## config.mk

```make
export PLATFORM = sky130hd
export DESIGN_NAME = lsu_mem_ctrl_flat
export DESIGN_NICKNAME = d
export VERILOG_FILES = /design/src/rtl/lsu_mem_ctrl_pkg.sv /design/src/rtl/lsu_mem_ctrl_if.sv /design/src/rtl/lsu_mem_ctrl_align.sv /design/src/rtl/lsu_mem_ctrl.sv /design/src/flat_wrapper.sv
export SDC_FILE = /design/constraint.sdc
export NUM_CORES = 1
export LEC_CHECK = 0
export CORE_MARGIN = 1.5
export CORE_UTILIZATION = 30
export DETAILED_ROUTE_END_ITERATION = 10
export SETUP_SLACK_MARGIN = 0.2
export SLEW_MARGIN = 20
export SYNTH_ARGS = -nofsm -noshare
export SYNTH_HDL_FRONTEND = slang
export SYNTH_SLANG_ARGS = --single-unit
```

## constraint.sdc

```tcl
create_clock -name clk -period 1.9 [get_ports clk]
set_input_delay 0.19 -clock clk [delete_from_list [all_inputs] [get_ports clk]]
set_output_delay 0.19 -clock clk [all_outputs]
set_load 0.005 [all_outputs]
```

## src/rtl/lsu_mem_ctrl_pkg.sv

```systemverilog
// lsu_pkg: funct3 codes, controller states and access-size helpers for the load/store unit
package lsu_pkg;

    localparam logic [2:0] F3_LB  = 3'b000;
    localparam logic [2:0] F3_LH  = 3'b001;
    localparam logic [2:0] F3_LW  = 3'b010;
    localparam logic [2:0] F3_LD  = 3'b011;
    localparam logic [2:0] F3_LBU = 3'b100;
    localparam logic [2:0] F3_LHU = 3'b101;
    localparam logic [2:0] F3_LWU = 3'b110;

    typedef enum logic [1:0] {IDLE, REQ, WAIT, RESP} state_e;

    // Low two funct3 bits encode log2 of the access size in bytes.
    function automatic logic [3:0] size_bytes(input logic [2:0] f3);
        return 4'd1 << f3[1:0];
    endfunction

    // Stores have no unsigned variants; doubleword forms exist only on 64-bit cores.
    function automatic logic is_legal(input logic [2:0] f3, input logic we, input int xlen);
        if (we)
            return f3 inside {F3_LB, F3_LH, F3_LW} || (xlen == 64 && f3 == F3_LD);
        return f3 inside {F3_LB, F3_LH, F3_LW, F3_LBU, F3_LHU} || (xlen == 64 && f3 inside {F3_LD, F3_LWU});
    endfunction

endpackage

```

## src/rtl/lsu_mem_ctrl_if.sv

```systemverilog
// lsu_req_if / lsu_bus_if: execute-stage request/response channel and aligned memory port
interface lsu_req_if #(parameter int XLEN = 32, parameter int ADDR_W = 32);
    logic              req_valid;
    logic              req_ready;
    logic              req_we;
    logic [2:0]        req_funct3;
    logic [ADDR_W-1:0] req_addr;
    logic [XLEN-1:0]   req_wdata;
    logic              rsp_valid;
    logic              rsp_ready;
    logic [XLEN-1:0]   rsp_rdata;
    logic              rsp_err;
    modport master (output req_valid, req_we, req_funct3, req_addr, req_wdata, rsp_ready,
                    input  req_ready, rsp_valid, rsp_rdata, rsp_err);
    modport slave  (input  req_valid, req_we, req_funct3, req_addr, req_wdata, rsp_ready,
                    output req_ready, rsp_valid, rsp_rdata, rsp_err);
endinterface

interface lsu_bus_if #(parameter int XLEN = 32, parameter int ADDR_W = 32);
    localparam int STRB_W = XLEN / 8;
    logic              mem_req_valid;
    logic              mem_req_ready;
    logic              mem_we;
    logic [ADDR_W-1:0] mem_addr;
    logic [XLEN-1:0]   mem_wdata;
    logic [STRB_W-1:0] mem_wstrb;
    logic              mem_rsp_valid;
    logic [XLEN-1:0]   mem_rdata;
    modport master (output mem_req_valid, mem_we, mem_addr, mem_wdata, mem_wstrb,
                    input  mem_req_ready, mem_rsp_valid, mem_rdata);
    modport slave  (input  mem_req_valid, mem_we, mem_addr, mem_wdata, mem_wstrb,
                    output mem_req_ready, mem_rsp_valid, mem_rdata);
endinterface

```

## src/rtl/lsu_mem_ctrl_align.sv

```systemverilog
// lsu_align: byte-lane placement of store data/strobes and extraction/extension of load data
module lsu_align
    import lsu_pkg::*;
#(
    parameter int XLEN = 32,
    localparam int STRB_W = XLEN / 8,
    localparam int OFF_W = $clog2(STRB_W)
) (
    input  logic [2:0]        funct3_i,
    input  logic              we_i,
    input  logic [OFF_W-1:0]  off_i,
    input  logic [XLEN-1:0]   wdata_i,
    input  logic [XLEN-1:0]   rdata_i,
    output logic [XLEN-1:0]   wdata_o,
    output logic [STRB_W-1:0] wstrb_o,
    output logic [XLEN-1:0]   rdata_o
);
    logic [STRB_W-1:0] mask;
    logic [XLEN-1:0]   sh;
    logic [XLEN-1:0]   keep;
    logic              sgn;

    // Size mask drives both directions; sign comes from the top kept bit of the shifted word.
    always_comb begin
        mask = (STRB_W'(1) << size_bytes(funct3_i)) - STRB_W'(1);
        keep = '0;
        for (int i = 0; i < STRB_W; i++) keep[8*i +: 8] = {8{mask[i]}};
        sh = rdata_i >> {off_i, 3'b000};
        sgn = ~funct3_i[2] & |(sh & keep & ~(keep >> 1));
        rdata_o = (sh & keep) | ({XLEN{sgn}} & ~keep);
        wdata_o = wdata_i << {off_i, 3'b000};
        wstrb_o = we_i ? mask << off_i : '0;
    end
endmodule

```

## src/rtl/lsu_mem_ctrl.sv

```systemverilog
// lsu_mem_ctrl: single-outstanding load/store controller between execute stage and memory port
module lsu_mem_ctrl
    import lsu_pkg::*;
#(
    parameter int XLEN = 32,
    parameter int ADDR_W = 32,
    localparam int STRB_W = XLEN / 8,
    localparam int OFF_W = $clog2(STRB_W)
) (
    input logic       clk,
    input logic       rst_n,
    lsu_req_if.slave  core,
    lsu_bus_if.master mem
);
    state_e            state_q, state_d;
    logic              we_q, we_d;
    logic [2:0]        f3_q, f3_d;
    logic [OFF_W-1:0]  off_q, off_d;
    logic              req_ready_q, req_ready_d;
    logic              rsp_valid_q, rsp_valid_d;
    logic              rsp_err_q, rsp_err_d;
    logic [XLEN-1:0]   rsp_rdata_q, rsp_rdata_d;
    logic              mem_req_valid_q, mem_req_valid_d;
    logic              mem_we_q, mem_we_d;
    logic [ADDR_W-1:0] mem_addr_q, mem_addr_d;
    logic [XLEN-1:0]   mem_wdata_q, mem_wdata_d;
    logic [STRB_W-1:0] mem_wstrb_q, mem_wstrb_d;
    logic              idle, bad;
    logic [XLEN-1:0]   al_wdata, al_rdata;
    logic [STRB_W-1:0] al_wstrb;

    assign idle = state_q == IDLE;
    assign bad  = !is_legal(core.req_funct3, core.req_we, XLEN)
                || |(4'(core.req_addr[OFF_W-1:0]) & (size_bytes(core.req_funct3) - 4'd1));

    lsu_align #(.XLEN(XLEN)) u_align (
        .funct3_i (idle ? core.req_funct3 : f3_q),
        .we_i     (core.req_we),
        .off_i    (idle ? core.req_addr[OFF_W-1:0] : off_q),
        .wdata_i  (core.req_wdata),
        .rdata_i  (mem.mem_rdata),
        .wdata_o  (al_wdata),
        .wstrb_o  (al_wstrb),
        .rdata_o  (al_rdata)
    );

    // Next state and registered outputs; handshake outputs follow the state being entered.
    always_comb begin
        state_d     = state_q;
        we_d        = we_q;
        f3_d        = f3_q;
        off_d       = off_q;
        rsp_err_d   = rsp_err_q;
        rsp_rdata_d = rsp_rdata_q;
        mem_we_d    = mem_we_q;
        mem_addr_d  = mem_addr_q;
        mem_wdata_d = mem_wdata_q;
        mem_wstrb_d = mem_wstrb_q;
        unique case (state_q)
            IDLE: if (core.req_valid && req_ready_q) begin
                we_d        = core.req_we;
                f3_d        = core.req_funct3;
                off_d       = core.req_addr[OFF_W-1:0];
                rsp_err_d   = bad;
                rsp_rdata_d = '0;
                state_d     = bad ? RESP : REQ;
                if (!bad) begin
                    mem_we_d    = core.req_we;
                    mem_addr_d  = {core.req_addr[ADDR_W-1:OFF_W], OFF_W'(0)};
                    mem_wdata_d = al_wdata;
                    mem_wstrb_d = al_wstrb;
                end
            end
            REQ:  if (mem.mem_req_ready) state_d = WAIT;
            WAIT: if (mem.mem_rsp_valid) begin
                rsp_rdata_d = we_q ? '0 : al_rdata;
                rsp_err_d   = 1'b0;
                state_d     = RESP;
            end
            RESP: if (core.rsp_ready) state_d = IDLE;
            default: state_d = IDLE;
        endcase
        req_ready_d     = state_d == IDLE;
        rsp_valid_d     = state_d == RESP;
        mem_req_valid_d = state_d == REQ;
    end

    // State and output registers; reset aborts any transaction in flight.
    always_ff @(posedge clk or negedge rst_n) begin
        if (!rst_n) begin
            state_q         <= IDLE;
            we_q            <= 1'b0;
            f3_q            <= '0;
            off_q           <= '0;
            req_ready_q     <= 1'b0;
            rsp_valid_q     <= 1'b0;
            rsp_err_q       <= 1'b0;
            rsp_rdata_q     <= '0;
            mem_req_valid_q <= 1'b0;
            mem_we_q        <= 1'b0;
            mem_addr_q      <= '0;
            mem_wdata_q     <= '0;
            mem_wstrb_q     <= '0;
        end else begin
            state_q         <= state_d;
            we_q            <= we_d;
            f3_q            <= f3_d;
            off_q           <= off_d;
            req_ready_q     <= req_ready_d;
            rsp_valid_q     <= rsp_valid_d;
            rsp_err_q       <= rsp_err_d;
            rsp_rdata_q     <= rsp_rdata_d;
            mem_req_valid_q <= mem_req_valid_d;
            mem_we_q        <= mem_we_d;
            mem_addr_q      <= mem_addr_d;
            mem_wdata_q     <= mem_wdata_d;
            mem_wstrb_q     <= mem_wstrb_d;
        end
    end

    assign core.req_ready    = req_ready_q;
    assign core.rsp_valid    = rsp_valid_q;
    assign core.rsp_err      = rsp_err_q;
    assign core.rsp_rdata    = rsp_rdata_q;
    assign mem.mem_req_valid = mem_req_valid_q;
    assign mem.mem_we        = mem_we_q;
    assign mem.mem_addr      = mem_addr_q;
    assign mem.mem_wdata     = mem_wdata_q;
    assign mem.mem_wstrb     = mem_wstrb_q;
endmodule
```

## src/flat_wrapper.sv

```systemverilog
// flat-port wrapper written by rule: the top's interface ports become plain ports
module lsu_mem_ctrl_flat import lsu_pkg::*;
#(
    parameter int XLEN = 32,
    parameter int ADDR_W = 32,
    localparam int STRB_W = XLEN / 8,
    localparam int OFF_W = $clog2(STRB_W)
)
  (clk, rst_n, core_req_valid, core_req_we, core_req_funct3, core_req_addr, core_req_wdata, core_rsp_ready, core_req_ready, core_rsp_valid, core_rsp_rdata, core_rsp_err, mem_mem_req_valid, mem_mem_we, mem_mem_addr, mem_mem_wdata, mem_mem_wstrb, mem_mem_req_ready, mem_mem_rsp_valid, mem_mem_rdata);
  lsu_req_if #(.XLEN(XLEN), .ADDR_W(ADDR_W)) core_i ();
  lsu_bus_if #(.XLEN(XLEN), .ADDR_W(ADDR_W)) mem_i ();
  input logic clk;
  input logic rst_n;
  input wire logic [$bits(core_i.req_valid)-1:0] core_req_valid;
  input wire logic [$bits(core_i.req_we)-1:0] core_req_we;
  input wire logic [$bits(core_i.req_funct3)-1:0] core_req_funct3;
  input wire logic [$bits(core_i.req_addr)-1:0] core_req_addr;
  input wire logic [$bits(core_i.req_wdata)-1:0] core_req_wdata;
  input wire logic [$bits(core_i.rsp_ready)-1:0] core_rsp_ready;
  output wire logic [$bits(core_i.req_ready)-1:0] core_req_ready;
  output wire logic [$bits(core_i.rsp_valid)-1:0] core_rsp_valid;
  output wire logic [$bits(core_i.rsp_rdata)-1:0] core_rsp_rdata;
  output wire logic [$bits(core_i.rsp_err)-1:0] core_rsp_err;
  output wire logic [$bits(mem_i.mem_req_valid)-1:0] mem_mem_req_valid;
  output wire logic [$bits(mem_i.mem_we)-1:0] mem_mem_we;
  output wire logic [$bits(mem_i.mem_addr)-1:0] mem_mem_addr;
  output wire logic [$bits(mem_i.mem_wdata)-1:0] mem_mem_wdata;
  output wire logic [$bits(mem_i.mem_wstrb)-1:0] mem_mem_wstrb;
  input wire logic [$bits(mem_i.mem_req_ready)-1:0] mem_mem_req_ready;
  input wire logic [$bits(mem_i.mem_rsp_valid)-1:0] mem_mem_rsp_valid;
  input wire logic [$bits(mem_i.mem_rdata)-1:0] mem_mem_rdata;
  assign core_i.req_valid = core_req_valid;
  assign core_i.req_we = core_req_we;
  assign core_i.req_funct3 = core_req_funct3;
  assign core_i.req_addr = core_req_addr;
  assign core_i.req_wdata = core_req_wdata;
  assign core_i.rsp_ready = core_rsp_ready;
  assign core_req_ready = core_i.req_ready;
  assign core_rsp_valid = core_i.rsp_valid;
  assign core_rsp_rdata = core_i.rsp_rdata;
  assign core_rsp_err = core_i.rsp_err;
  assign mem_mem_req_valid = mem_i.mem_req_valid;
  assign mem_mem_we = mem_i.mem_we;
  assign mem_mem_addr = mem_i.mem_addr;
  assign mem_mem_wdata = mem_i.mem_wdata;
  assign mem_mem_wstrb = mem_i.mem_wstrb;
  assign mem_i.mem_req_ready = mem_mem_req_ready;
  assign mem_i.mem_rsp_valid = mem_mem_rsp_valid;
  assign mem_i.mem_rdata = mem_mem_rdata;
  lsu_mem_ctrl #(.XLEN(XLEN), .ADDR_W(ADDR_W)) u_core (.clk(clk), .rst_n(rst_n), .core(core_i), .mem(mem_i));
endmodule
```

* Word-level counts from Yosys, hierarchy flattened
Index checks and enable logic that the tools add are counted.
** Word-level totals
- Register bits :: 111
- Input bits :: 106
- Output and inout port bits :: 105
- Logic and storage cells :: 75
** Cells by class
- Add/subtract/negate cells :: 2
- Equal/unequal tests :: 11
- Shifts and indexed selects :: 6
- Multiplexer cells :: 19
- Bitwise operators :: 10
- Reduce and logical (&&, ||, !) cells :: 14
** Operators by type and width (count)
- $and 32x32->32 :: 3
- $mux 32 :: 3
- $pmux 32 s2 :: 1
- $not 31->32 :: 1
- $not 32->32 :: 1
- $or 32x32->32 :: 1
- $reduce_or 32->1 :: 1
- $shl 32x5->32 :: 1
- $shr 32x5->32 :: 1
- $mux 2 :: 6
- $pmux 2 s4 :: 1
- $shl 1x2->4 const A :: 2
- $eq 2x2->1 const B :: 3
- $eq 3x3->1 const B :: 2
- $reduce_and 3->1 :: 2
- $mux 1 :: 5
- $reduce_bool 5->1 :: 1
- $and 2x4->4 :: 1
- $eq 2x1->1 const B :: 2
- $logic_not 2->1 :: 2
- $mux 4 :: 1
- $ne 2x2->1 const B :: 2
- $reduce_or 4->1 :: 1
- $shl 1x4->4 const A :: 1
- 16 further kinds :: 17

* Longest topological paths before layout
Gate-level depths: netlist (run 1).
- Depth in word-level cells :: 14
- Gate-level depth with buffers :: 10
- Gate-level depth less buffers :: 5

* Cells and area by module
From an unflattened synthesis (run 1), not the netlist that was laid out.
** Second synthesis, totals
- Cell total of the unflattened synthesis :: 527
- Area total of the unflattened synthesis :: 5828.1 um^2
** By module, submodules not included
- lsu_mem_ctrl :: instances 1, cells an instance 328, area an instance 4524.3 um^2, sequential area each 2777.7 um^2
- lsu_align :: instances 1, cells an instance 199, area an instance 1303.8 um^2, sequential area each 0.0 um^2

* Least setup slack after synthesis (run 1)
No wires, ideal clock.
- Path kind :: register to register
- Start :: register u_core.state_q[0]
- End :: register u_core.rsp_rdata_q[23], in the netlist u_core.core.rsp_rdata[23]
- Setup time :: 140 ps
- Data arrival time :: 1785 ps
- Setup slack :: -25 ps
- Cell stages (with the launch flop) :: 9
- Path buffers :: 3
- Path through :: dfrtp_1 > buf_4 > buf_6 > or4_4 > o31ai_4 > nand4_1 > nand3_2 > buf_6 > o211ai_1
** Between the ends
- Cells in the longest elaborated chain, start to end :: 14
- Elaborated cells between the ends (all ways) :: 24
- Classes of those cells :: add/sub: 1; eq/ne: 3; shift: 3; mux: 5; bitwise: 8; reduce/logical: 4
** Ends and longest elaborated chain
- start, declared :: line lsu_mem_ctrl.sv:15 : state_e state_q, state_d;
- start signal, assigned :: line lsu_mem_ctrl.sv:105 : state_q <= state_d;
- $logic_not 2->1 :: line lsu_mem_ctrl.sv:32, lsu_mem_ctrl.sv:59
- $mux 3 :: line lsu_mem_ctrl.sv:37 : .funct3_i (idle ? core.req_funct3 : f3_q),
- $shl 1x2->4 :: line lsu_mem_ctrl_pkg.sv:16 : return 4'd1 << f3[1:0];
- $shl 1x4->4 :: line lsu_mem_ctrl_align.sv:25 : mask = (STRB_W'(1) << size_bytes(funct3_i)) - STRB_W'(1);
- $sub 4x2->4 :: line lsu_mem_ctrl_align.sv:25
- $and 32x32->32 / $not 31->32 (equally long branches) :: line lsu_mem_ctrl_align.sv:29, lsu_mem_ctrl_align.sv:30
- $and 32x32->32 :: line lsu_mem_ctrl_align.sv:29 : sgn = ~funct3_i[2] & |(sh & keep & ~(keep >> 1));
- $reduce_or 32->1 :: line lsu_mem_ctrl_align.sv:29
- $and 1x1->1 :: line lsu_mem_ctrl_align.sv:29
- $and 32x32->32 :: line lsu_mem_ctrl_align.sv:30 : rdata_o = (sh & keep) | ({XLEN{sgn}} & ~keep);
- $or 32x32->32 :: line lsu_mem_ctrl_align.sv:30
- $mux 32 :: line lsu_mem_ctrl.sv:76 : rsp_rdata_d = we_q ? '0 : al_rdata;
- $mux 32 :: line lsu_mem_ctrl.sv:75 : WAIT: if (mem.mem_rsp_valid) begin
- $pmux 32 s2 :: line lsu_mem_ctrl.sv:59 : unique case (state_q)
- end signal, assigned :: line lsu_mem_ctrl.sv:112 : rsp_rdata_q <= rsp_rdata_d;
- end, declared :: line lsu_mem_ctrl.sv:22 : logic [XLEN-1:0] rsp_rdata_q, rsp_rdata_d;
Several ways; a longest one is shown, not always the timed one. The select of a mux whose other input is x is not followed.
A chain may end at the register's enable or synchronous reset.

* Worst setup path in the final report (run 1)
- Start :: register u_core.state_q[0]
- End :: register u_core.rsp_rdata_q[21], in the netlist u_core.core.rsp_rdata[21]
The elaborated chain is that of the path after synthesis.

==> reports/metrics.yaml, run 1 <==
status: "finished with violations"
violations: "DRC, setup timing"
gp_routability_congestion: 0.8504
drt_drc_violations_left: 10
cp_data_arrival_time_ps: 2340
adder_cell_fraction_of_synth_area_pct: 0
timing.fmax_ghz: 0.4855
power.leakage_nw: 4.167
dominantRegCellSynth: "dfrtp_1"
io_buffers: 208
setup-tns-final_ps: -3714
cts.sink_count: 111
top_cell_by_count_worst_path: "buf_6"
tritoncts_buffers: 9
areaGrowthSynthToFinish_pct: 75.02
hold_viol: 0
final.setup_skew_ps: 6.809
fp-row-count: 49
measured_slew_at_the_worst_slew_check_pin_ps: 667.2
tritoncts: "built"
post-route-util_pct: 53.89
power_per_cell_area_nw_per_um2: 1601
clk_latency_ps: 360
critPathMaxFanout: 8
vias: 5623
cts_max_level: 3
critical-path-max-stage-delay_ps: 490
post-layout-total-power_mw: 15.60
chipHeight_um: 139.3
grt.total_usage_pct: 21.15
drt-wirelength-per-cell_um: 20.68
synth_compound_gate_area_share_pct: 22.53
wirelength_mm: 21.65
pin_count_of_the_biggest_net_entering_global_routing: 112
yosys.area.top_type_share_pct: 49.88
final_nets: 919
worst-endpoint-required_ps: 2180
grt_antenna_before_repair: 0
timing.final.max_slew_violations: 0
critical_path.startpoint_type: "register"
mappedNetlistArea_um2: 5569
root_buffer_selected_by_cts: "clkbuf_16"
via_count_of_the_first_global_routing_pass: 5591
drt_pre_antenna_iters: 8
die-area_um2: 19390
synth_enable_flop_cells: 0
coreArea_um2: 18090
largest_area_contributor_in_the_netlist: "dfrtp_1"
use_met3_pct: 4.129
cap_violations: 0
route.antenna.remaining_nets: 0
post_synth_main_area_contributors: "dfrtp_1 (50%), nand2_1 (6.7%), mux2_2 (6.1%)"
postSynthAreaPerCell_um2: 10.37
finalWorstSetupSlack_ps: -159.7
cts_max_path_buffers: 2
max-vdd-ir-drop_mv: 0.6012
postSynth.asyncResetShare_pct: 100.0
synthesis.yosys.warnings: 0
drt_iter0_markers: 374
finalSetupViolations: 81
yosys.area_share.simple_pct: 13.39
critical_path.n_buffers_inverters: 3
instances_no_fill: 1047
groute.layer.met1.usage_pct: 26.84
floorplan.initialDensity_pct: 30.79
slew-limit-headroom_pct: 55.04
synthMuxAreaShare_pct: 9.526
netlist-cell-type-count: 54
insertedDiodeCount: 0
post_route_cells_drive_above_1_share_pct: 30.56
instance_area_at_placement_um2: 8357
fin_crit_ps: 2060
gr-total-overflow: 0
holdCritPathClass: "input port to async pin"
post_synth_inst_count: 537
wire_length_of_the_first_global_routing_pass_mm: 31.75
worst-setup-path-type: "register to register"
dp.final_hpwl_mm: 14.83
fin_crit_sh_pct: 108.4
grt_util_met2_pct: 35.32
synth_sequential_area_ratio_pct: 49.88
setup_repair_after_global_routing_missed_its_margin: "yes"
placedCellCount: 996
synth_xor_area_share_pct: 0
holdWs_ps: 415.4
preCtsSetupSlack_ps: -454.7
die_x_um: 139.3
endpoint_kind: "register"
num_io_pins: 211
gr-max-usage-layer: "met2"
synth.ff_latch_count: 111
worst_setup_hold_path_clk_slew_ps: 80
post-route-cell-area_um2: 9747
synth_top_family_by_area: "compound AO/OA/AOI/OAI gates"
path_delay_family: "simple AND/OR/NAND/NOR gates"
critical_path.slowest_cell: "dfrtp_2"
via_per_inst: 5.371
crit_chain: "buf_6 > or4b_4 > o21ai_4 > and2_4 > o311ai_4 > buf_6 > buf_16 > o21ai_1"
num-fill-cells: 1501
## cell usage after synthesis (5+ instances only)
library cell	count
dfrtp_1	111
nand2_1	99
o21ai_0	36
mux2_2	30
nand3_1	22
buf_2	19
a21oi_1	17
mux2i_1	17
a211oi_1	16
a2bb2oi_1	15
clkbuf_1	13
and3_1	11
a21o_1	10
o21ai_1	10
a22o_1	9
a221o_1	8
a32o_1	8
a22oi_1	7
a31oi_1	7
o2bb2ai_1	7
buf_4	6
buf_6	6
o211ai_1	6
nor2_1	5
## layer usage
metal	up-vias	share of wire, %
met4	0	2.8
met2	252	50
li1	2554	-
met3	39	6.3
met5	-	0
met1	2778	41
## registers in the layout (all words and copies together) (netlist names), 2 cells and up
name,count
u_core.mem.mem_wdata,32
u_core.state_q,2
u_core.off_q,2
u_core.mem.mem_addr,30
u_core.mem.mem_wstrb,4
u_core.f3_q,3
u_core.core.rsp_rdata,32
## what timing repair did
item	4_1_cts	5_1_grt
gates resized for setup	61	81
hold endpoints to repair	111	0
hold buffers	1	0
endpoints found under the setup margin	104	103
pin swaps	19	18
cloned	5	8
buffers inserted	15	6
## layout make-up
type                            count  area [um2]  area share (%)
Timing Repair Buffer              306        3256           33.40
Multi-Input combinational cell    385        3126           32.07
Sequential cell                   111        2780           28.52
Tap cell                          229       286.5           2.940
Clock buffer                        9       225.2           2.311
Clock inverter                      7       73.82          0.7574
## where the power goes
part,switching (mW),internal [mW]
registers,0.717,3.34
clock network,1.04,0.938
logic,4.38,5.19
## path summary, 6_finish.rpt
check                                                 start  cells past startpoint                                     to  slack (ps)
worst max register to register  u_core.state_q[0]$_DFF_PN0_                      8  u_core.core.rsp_rdata[21]$_DFFE_PN0P_        -160
worst min-delay path                                  rst_n                      3  u_core.core.rsp_rdata[29]$_DFFE_PN0P_         420
min in group clk                          core_req_addr[11]                      2    u_core.mem.mem_addr[11]$_DFFE_PN0P_         430
worst max-delay path            u_core.state_q[0]$_DFF_PN0_                      8  u_core.core.rsp_rdata[21]$_DFFE_PN0P_        -160
worst min register to register   u_core.f3_q[2]$_DFFE_PN0P_                      2             u_core.f3_q[2]$_DFFE_PN0P_         490
max in group asynchronous                             rst_n                      3     u_core.mem.mem_addr[8]$_DFFE_PN0P_         960
## tightest hold or removal path: cells and delay by family
kind	cells	cell delay [ps]
buffers and inverters	3	1050
## cell families (layout without fill, tap and decap cells)
kind of cell           count (synthesis)  after routing
DFF                                  111            111
and+or+nand+nor                      160            162
buffers and inverters                 44            322
other                                  1              2
AOI/OAI and AO/OA                    173            173
muxes                                 48             48
## layout by cell type, fill, tap and decap left out, types with 4 or more instances in the layout
| cell type | count |
|---|---|
| a211oi_2 | 13 |
| a21o_1 | 10 |
| a21oi_1 | 7 |
| a21oi_2 | 11 |
| a221o_1 | 8 |
| a22o_1 | 9 |
| a22oi_1 | 7 |
| a2bb2oi_1 | 10 |
| a2bb2oi_2 | 5 |
| a31oi_1 | 7 |
| a32o_1 | 8 |
| and3_1 | 5 |
| and3_4 | 6 |
| buf_12 | 13 |
| buf_16 | 4 |
| buf_4 | 54 |
| buf_6 | 18 |
| clkbuf_16 | 15 |
| clkdlybuf4s50_1 | 207 |
| dfrtp_1 | 109 |
| mux2_2 | 30 |
| mux2i_1 | 4 |
| mux2i_2 | 4 |
| mux2i_4 | 10 |
| nand2_1 | 87 |
| nand2_2 | 10 |
| nand3_1 | 19 |
| nor2_1 | 4 |
| o211ai_1 | 6 |
| o21ai_0 | 18 |
| o21ai_1 | 19 |
| o21ai_2 | 9 |
| o2bb2ai_2 | 4 |
No activity file was read; power rests on OpenSTA's default activity.
==> run 2, diff against run 1 <==
==> constraint.sdc (replaced) <==
create_clock -name clk -period 1.8 [get_ports clk]
set_input_delay 0.18 -clock clk [delete_from_list [all_inputs] [get_ports clk]]
set_output_delay 0.18 -clock clk [all_outputs]
set_load 0.005 [all_outputs]
==> reports/metrics.yaml, run 2 (synthesized netlist as in run 1, its figures left out) <==
status: "finished with violations"
violations: "DRC, setup timing"
via_per_inst: 5.301
worst-setup-path-type: "register to register"
worst-endpoint-required_ps: 2040
tritoncts: "built"
floorplan.initialDensity_pct: 30.79
r2r_cells: 7
fin_crit_ps: 1957
dp.final_hpwl_mm: 15.16
mostFrequentLayoutCells: "clkdlybuf4s50_1 (207), dfrtp_1 (109), nand2_1 (72)"
route.antenna.remaining_nets: 0
clockPowerShare_pct: 12.4
worst_setup_hold_path_clk_slew_ps: 80
final.setup_skew_ps: 10.09
die-area_um2: 19390
finalSetupViolations: 90
chipHeight_um: 139.3
seq_area_um2: 2780
post-route-cell-area_um2: 10430
grt.total_usage_pct: 22.32
clk_latency_ps: 360
drt_drc_violations_left: 12
cp_data_arrival_time_ps: 2200
cts.sink_count: 111
gp_routability_congestion: 0.8545
timing.fmax_ghz: 0.5111
via_count_of_the_first_global_routing_pass: 5907
sw_power_mw: 6.659
grt_antenna_before_repair: 0
power_per_cell_area_nw_per_um2: 1641
post-route-util_pct: 57.66
holdCritPathClass: "input port to async pin"
drt_pre_antenna_iters: 8
coreArea_um2: 18090
p_seq_share_pct: 25.2
wirelength_mm: 22.31
cts_max_path_buffers: 2
vias: 5677
mostFrequentLayoutCell: "clkdlybuf4s50_1"
finalWorstSetupSlack_ps: -156.7
endpoint_kind: "register"
max-vdd-ir-drop_mv: 0.6445
gr-total-overflow: 0
areaGrowthSynthToFinish_pct: 87.26
tritoncts_buffers: 9
power.leakage_nw: 4.461
fin_crit_sh_pct: 108.7
cap_violations: 0
num-fill-cells: 1499
instance_area_at_placement_um2: 8461
power_switching_share_pct: 38.92
wire_length_of_the_first_global_routing_pass_mm: 33.70
placedCellCount: 1005
drt_iter0_markers: 429
critPathMaxFanout: 8
slew-limit-headroom_pct: 63.61
fp-row-count: 49
instances_no_fill: 1071
setup_repair_after_global_routing_missed_its_margin: "yes"
measured_slew_at_the_worst_slew_check_pin_ps: 545.8
pin_count_of_the_biggest_net_entering_global_routing: 43
timing.final.max_slew_violations: 0
power_frac_comb_pct: 62.4
critical_path.startpoint_type: "register"
root_buffer_selected_by_cts: "clkbuf_16"
post_route_cells_drive_above_1_share_pct: 35.87
insertedDiodeCount: 0
num_io_pins: 211
final_nets: 943
multi_input_comb_area_um2: 3341
drt-wirelength-per-cell_um: 20.83
internal-power_mw: 10.45
io_buffers: 208
die_x_um: 139.3
hold_viol: 0
cts_max_level: 3
## run 2: path summary, 6_finish.rpt
check,startpoint,slack (ps),to
max reg2reg,u_core.state_q[1]$_DFF_PN0_,-160,u_core.core.rsp_rdata[23]$_DFFE_PN0P_
max,u_core.state_q[1]$_DFF_PN0_,-160,u_core.core.rsp_rdata[23]$_DFFE_PN0P_
max in group asynchronous,rst_n,800,u_core.core.rsp_rdata[31]$_DFFE_PN0P_
min,rst_n,330,u_core.core.rsp_rdata[30]$_DFFE_PN0P_
min in group clk,core_req_addr[23],420,u_core.mem.mem_addr[23]$_DFFE_PN0P_
min reg2reg,u_core.f3_q[2]$_DFFE_PN0P_,480,u_core.f3_q[2]$_DFFE_PN0P_
## run 2: critical path: stages, from the launching register on
cell      delay, ps
dfrtp_2         450
buf_6           140
or4_4           540
o31ai_4         120
nand4_1         180
buf_4           190
nand3_4         130
o211ai_1        100
## run 2: what timing repair did
item	in CTS	in global routing
setup endpoints to repair	110	106
hold endpoints to repair	36	0
gates cloned	17	5
buffers inserted	15	12
hold buffers	1	0
pin swaps	35	35
resized for setup	128	80
## run 2: metrics by stage
| step | total power [mW] | TNS [ps] | hold WS, ps | worst slack, ps |
|---|---|---|---|---|
| 2_1_floorplan | 8.402 | -906.4 | -115.6 | -85.50 |
| 3_3_place_gp | 12.36 | -26130 | 189.8 | -399.1 |
| 3_5_place_dp | 12.53 | -28270 | 196.8 | -454.5 |
| 4_1_cts | 16.26 | -6043 | 348.9 | -133.3 |
| 5_1_grt | 18.06 | -15540 | 385.8 | -242.5 |
| 6_report | 17.11 | -8493 | 331.8 | -156.7 |
## run 2: power groups by stage
stage / Sequential [mW] / Combinational, mW / Clock, mW
3_5_place_dp: 4.25 / 8.28 / 0
3_3_place_gp: 4.20 / 8.16 / 0
5_1_grt: 4.43 / 11.3 / 2.30
4_1_cts: 4.26 / 9.82 / 2.18
2_1_floorplan: 4.19 / 4.22 / 0
6_report: 4.30 / 10.7 / 2.13
## run 2: area by class of cell
class,count,area share [%]
repair buffers,329,35.50
multi-input cells,386,32.03
flip-flops and latches,111,26.66
well taps,229,2.747
clock buffers,9,2.160
clock inverters,7,0.8998
## run 2: layer usage
layer	track usage (%)	up-vias	wire length (um)
met5	0	-	0
met4	8.343	0	448
met3	3.854	34	1210
met2	37.73	204	11380
met1	28.60	2832	9270
li1	-	2607	-
